<file path="config.mk">
export PLATFORM = sky130hd
export DESIGN_NAME = babbage_bcd_conv
export DESIGN_NICKNAME = d
export VERILOG_FILES = /design/src/rtl/babbage_bcd_conv.sv
export SDC_FILE = /design/constraint.sdc
export NUM_CORES = 1
export LEC_CHECK = 0
export BUFFER_PORTS_ARGS = -buffer_cell sky130_fd_sc_hd__buf_2
export CAP_MARGIN = 15
export CORE_MARGIN = 3
export CORE_UTILIZATION = 35
export CTS_CLUSTER_DIAMETER = 60
export CTS_CLUSTER_SIZE = 16
export DETAILED_ROUTE_END_ITERATION = 6
export GPL_ROUTABILITY_DRIVEN = 0
export PLACE_DENSITY = 0.5
export SLEW_MARGIN = 10
export SYNTH_ARGS = -nofsm -noshare
export SYNTH_HDL_FRONTEND = slang
export SYNTH_SLANG_ARGS = --single-unit
</file>
<file path="constraint.sdc">
create_clock -name clk -period 3.3 [get_ports clk]
set_input_delay 0.33 -clock clk [delete_from_list [all_inputs] [get_ports clk]]
set_output_delay 0.33 -clock clk [all_outputs]
set_load 0.01 [all_outputs]
</file>
<file path="src/rtl/babbage_bcd_conv.sv">
// Sequential binary-to-BCD converter (shift-add-3) with start/done/rdy handshake.
// Optional sticky overflow output enabled by defining BABBAGE_BCD_OVF_EN.
module babbage_bcd_conv #(
    parameter int BIN_WIDTH = 12,
    parameter int DIGITS    = 4
) (
    input  logic                  clk,
    input  logic                  arst_n,
    input  logic                  start,
    input  logic [BIN_WIDTH-1:0]  bin,
    output logic [4*DIGITS-1:0]   bcd,
    output logic                  done,
    output logic                  rdy
`ifdef BABBAGE_BCD_OVF_EN
    ,
    output logic                  ovf
`endif
);

    localparam int BCD_W = 4 * DIGITS;
    localparam int CNT_W = $clog2(BIN_WIDTH + 1);

    localparam logic [1:0] ST_IDLE = 2'd0;
    localparam logic [1:0] ST_CONV = 2'd1;
    localparam logic [1:0] ST_DONE = 2'd2;

    logic [1:0]           state_q, state_d;
    logic [BIN_WIDTH-1:0] sh_q, sh_d;
    logic [BCD_W-1:0]     work_q, work_d;
    logic [CNT_W-1:0]     cnt_q, cnt_d;
    logic [BCD_W-1:0]     bcd_q, bcd_d;

    logic [BCD_W-1:0]     work_adj;
    logic [BCD_W-1:0]     work_shift;
    logic                 carry_out;

    // Add-3 correction per digit; a digit never exceeds 9 here, so 4 bits suffice.
    always_comb begin
        work_adj = work_q;
        for (int i = 0; i < DIGITS; i++) begin
            if (work_q[4*i +: 4] >= 4'd5) begin
                work_adj[4*i +: 4] = work_q[4*i +: 4] + 4'd3;
            end
        end
        {carry_out, work_shift} = {work_adj, sh_q[BIN_WIDTH-1]};
    end

`ifdef BABBAGE_BCD_OVF_EN
    logic flag_q, flag_d;
    logic ovf_q, ovf_d;
`endif

    always_comb begin
        // NOTE: every always_comb output gets a default first so no latch is inferred.
        state_d = state_q;
        sh_d    = sh_q;
        work_d  = work_q;
        cnt_d   = cnt_q;
        bcd_d   = bcd_q;
`ifdef BABBAGE_BCD_OVF_EN
        flag_d  = flag_q;
        ovf_d   = ovf_q;
`endif
        case (state_q)
            ST_IDLE: begin
                if (start) begin
                    sh_d    = bin;
                    work_d  = '0;
                    cnt_d   = CNT_W'(BIN_WIDTH);
                    state_d = ST_CONV;
`ifdef BABBAGE_BCD_OVF_EN
                    flag_d  = 1'b0;
`endif
                end
            end
            ST_CONV: begin
                sh_d   = sh_q << 1;
                work_d = work_shift;
                cnt_d  = cnt_q - 1'b1;
`ifdef BABBAGE_BCD_OVF_EN
                flag_d = flag_q | carry_out;
`endif
                if (cnt_q == CNT_W'(1)) begin
                    bcd_d   = work_shift;
                    state_d = ST_DONE;
`ifdef BABBAGE_BCD_OVF_EN
                    ovf_d   = flag_q | carry_out;
`endif
                end
            end
            ST_DONE: state_d = ST_IDLE;
            default: state_d = ST_IDLE;
        endcase
    end

    // NOTE: sequential state uses non-blocking assignments only.
    always_ff @(posedge clk or negedge arst_n) begin
        if (!arst_n) begin
            state_q <= ST_IDLE;
            sh_q    <= '0;
            work_q  <= '0;
            cnt_q   <= '0;
            bcd_q   <= '0;
        end else begin
            state_q <= state_d;
            sh_q    <= sh_d;
            work_q  <= work_d;
            cnt_q   <= cnt_d;
            bcd_q   <= bcd_d;
        end
    end

`ifdef BABBAGE_BCD_OVF_EN
    always_ff @(posedge clk or negedge arst_n) begin
        if (!arst_n) begin
            flag_q <= 1'b0;
            ovf_q  <= 1'b0;
        end else begin
            flag_q <= flag_d;
            ovf_q  <= ovf_d;
        end
    end

    assign ovf = ovf_q;
`else
    // Top-digit carry is silently discarded in this build.
    logic unused_carry;
    assign unused_carry = carry_out;
`endif

    assign bcd  = bcd_q;
    assign done = (state_q == ST_DONE);
    assign rdy  = (state_q == ST_IDLE);

endmodule

</file>
==> impl_metrics.json <==
{
  "finalCriticalPeriod_ns": 2.118,
  "clock-skew-final_ns": 0.01264,
  "cts_hold_buf": 0,
  "cp_top_family": "simple AND/OR/NAND/NOR gates",
  "worst-slew-pin-transition_ns": 0.8593,
  "clockPowerShare": 0.184,
  "drcViolationCount": 0,
  "rsz0062_at_grt": "false",
  "die_x_um": 90.64,
  "ant_nets": 0,
  "crit_fanout": 30,
  "seq_area_um2": 1251,
  "post-route-util": 0.4155,
  "seq_area_frac_synth": 0.4990,
  "p_leak_nw": 1.308,
  "cts_max_level": 2,
  "setup_viol": 0,
  "viasPerCell": 4.885,
  "p_sw_mw": 1.093,
  "report.final.slew_viol_count": 0,
  "design_area_um2": 2854,
  "clk_pin_slew_worst_paths_ns": 0.10,
  "dpl.cell_count": 374,
  "crit_chain": "nor2b_4 > nand2_4 > inv_1 > mux2_2",
  "r2r_end": "bcd[10]",
  "power_frac_seq": 0.405,
  "cts_num_sinks": 50,
  "worst-path-buf-inv": 1,
  "cts_made_buffers": 5,
  "finalPower_mw": 2.789,
  "first_pass_iters": 4,
  "worstRegToRegCells": 4,
  "pwr-share-comb": 0.412,
  "wl_per_cell_um": 12.88,
  "whs_ns": 0.08342,
  "status": "finished clean",
  "synth_edf_count": 0,
  "yosys.area.top_type": "dfrtp_1",
  "finalWorstSetupSlack_ns": 1.182,
  "track_usage": 0.1271,
  "grtUsageMet1": 0.1724,
  "synth_common_cells": "dfrtp_1 (50), o21ai_0 (42), nand2_1 (31), a21oi_1 (26), nor2b_1 (18)",
  "n_fill_cell": 691,
  "cts_root_buffer": "clkbuf_8",
  "slowest_delay_ns": 0.70,
  "die_area_um2": 8216,
  "switching_share": 0.3917,
  "setup_tns_ns": 0,
  "drt_iter0_drc": 82,
  "routed-via-count": 1866,
  "ys_ff_latch": 50,
  "fin_crit_sh": 0.6417,
  "nets": 310,
  "p_int_mw": 1.697,
  "critPathKind": "reg -> reg",
  "place_ws_ns": 1.123,
  "grt_pass1_wl_mm": 8.700,
  "reg2reg_from": "state_q[0]",
  "antenna_found_initial": 0,
  "core-area_um2": 6869,
  "netlist_area_um2": 2507,
  "hold_viol": 0,
  "grtUsageMet2": 0.2063,
  "grt_max_degree": 36,
  "numPortBuffers": 32,
  "min_path_type": "in -> async",
  "pin_count": 33,
  "ir_drop_mv": 0.3890,
  "synth-main-ff-cell": "dfrtp_1",
  "start_util": 0.3650,
  "hpwlAfterDp_mm": 3.267,
  "die_h_um": 90.64,
  "ys_top_cells_by_area": "dfrtp_1 (50%), o21ai_0 (8.4%), a21oi_1 (5.2%)",
  "power_density_nw_per_um2": 977.3,
  "rrSetupSlack_ns": 1.18,
  "num_rows": 30,
  "wirelength_mm": 4.922,
  "worstPathArrival_ns": 2.30,
  "synth.top_cell.area_share": 0.4990,
  "cts_resized": 0,
  "cp-end-kind": "register",
  "drv_cap": 0,
  "startpoint_type": "register",
  "synthCells": 258,
  "use_met3": 0.02583,
  "final_cells": 382,
  "fmax_mhz": 472.2,
  "cts_tree": "done",
  "crit_required_ns": 3.48,
  "cts_setup_buffers": 0,
  "yosysUniqueCellTypes": 32,
  "placed_cell_area_um2": 2716,
  "slew_headroom": 0.4259,
  "busiest_layer": "met2",
  "multiInputGateArea_um2": 1129,
  "first_global_vias": 1866,
  "num_antenna_cells": 0,
  "cp_slowest_cell": "dfrtp_1",
  "syn_to_final_growth_pct": 13.82,
  "syn_avg_cell_area_um2": 9.719,
  "ys_warn_count": 0,
  "synthMostInstantiatedCell": "dfrtp_1",
  "layout-drive-gt1-share": 0.1748,
  "overflow": 0,
  "synth_nets": 283,
  "clk_path_buf_depth": 2,
  "synthArstFlopShare": 1.000,
  "clock_latency_ns": 0.30
}
sequential cells by signal, summed over array words and instances, names as in the netlist:
register	count
cnt_q	4
work_q	16
bcd	16
state_q	2
sh_q	12
power groups by stage:
stage / Clock (mW) / Combinational, mW / Sequential (mW)
after floorplan: 0 / 0.905 / 1.10
after global placement: 0 / 1.16 / 1.14
after detailed placement: 0 / 1.17 / 1.14
after CTS: 0.534 / 1.18 / 1.13
after global routing: 0.556 / 1.33 / 1.17
final: 0.512 / 1.15 / 1.13
cell families after synthesis:
family | Yosys count | synth area share
buffers and inverters | 25 | 0.05090
flip-flops | 50 | 0.4990
AND/OR/NAND/NOR | 78 | 0.1707
AO/OA/AOI/OAI | 87 | 0.1966
multiplexers | 4 | 0.01896
adder cells (fa/ha/maj) | 10 | 0.04990
XOR/XNOR | 4 | 0.01397
layout make-up:
type,instances,share of cell area
Clock buffer,5,0.02411
Clock inverter,3,0.02411
Inverter,11,0.01447
Multi-Input combinational cell,183,0.3954
Sequential cell,50,0.4384
Tap cell,96,0.04209
Timing Repair Buffer,34,0.06138
layer usage:
metal,wire length [um],up-vias
met5,0,-
met4,29,0
met3,150,2
met2,2330,26
met1,2412,894
li1,-,944
cell usage in the layout (no fill, tap or decap), drive strengths merged, types with 3 or more instances in the layout:
master and instances:
ha 10, nor2b 19, nand3 4, mux2 3, o21ai 43, nor3 5, clkbuf 5, xnor2 4
nand2 32, o31ai 4, dfrtp 50, inv 11, buf 34, nor3b 8, a22oi 11, a21oi 26
nand2b 4
worst reg2reg max path, cell delays in order, from the launching register on:
cell and delay (ns):
dfrtp_1 0.70, nor2b_4 0.54, nand2_4 0.29, inv_1 0.15
mux2_2 0.33
worst max-delay path by stage:
stage                from         end  slack (ns)  cells past startpoint
6_report       state_q[0]     bcd[10]        1.18                      4
5_1_grt        state_q[0]     bcd[10]        0.93                      4
3_3_place_gp   state_q[0]     bcd[10]        1.18                      4
4_1_cts        state_q[0]     bcd[10]        1.11                      4
2_1_floorplan  work_q[12]  work_q[14]        1.80                      6
3_5_place_dp   state_q[0]     bcd[10]        1.12                      4
Power figures use the tool's default switching activity.
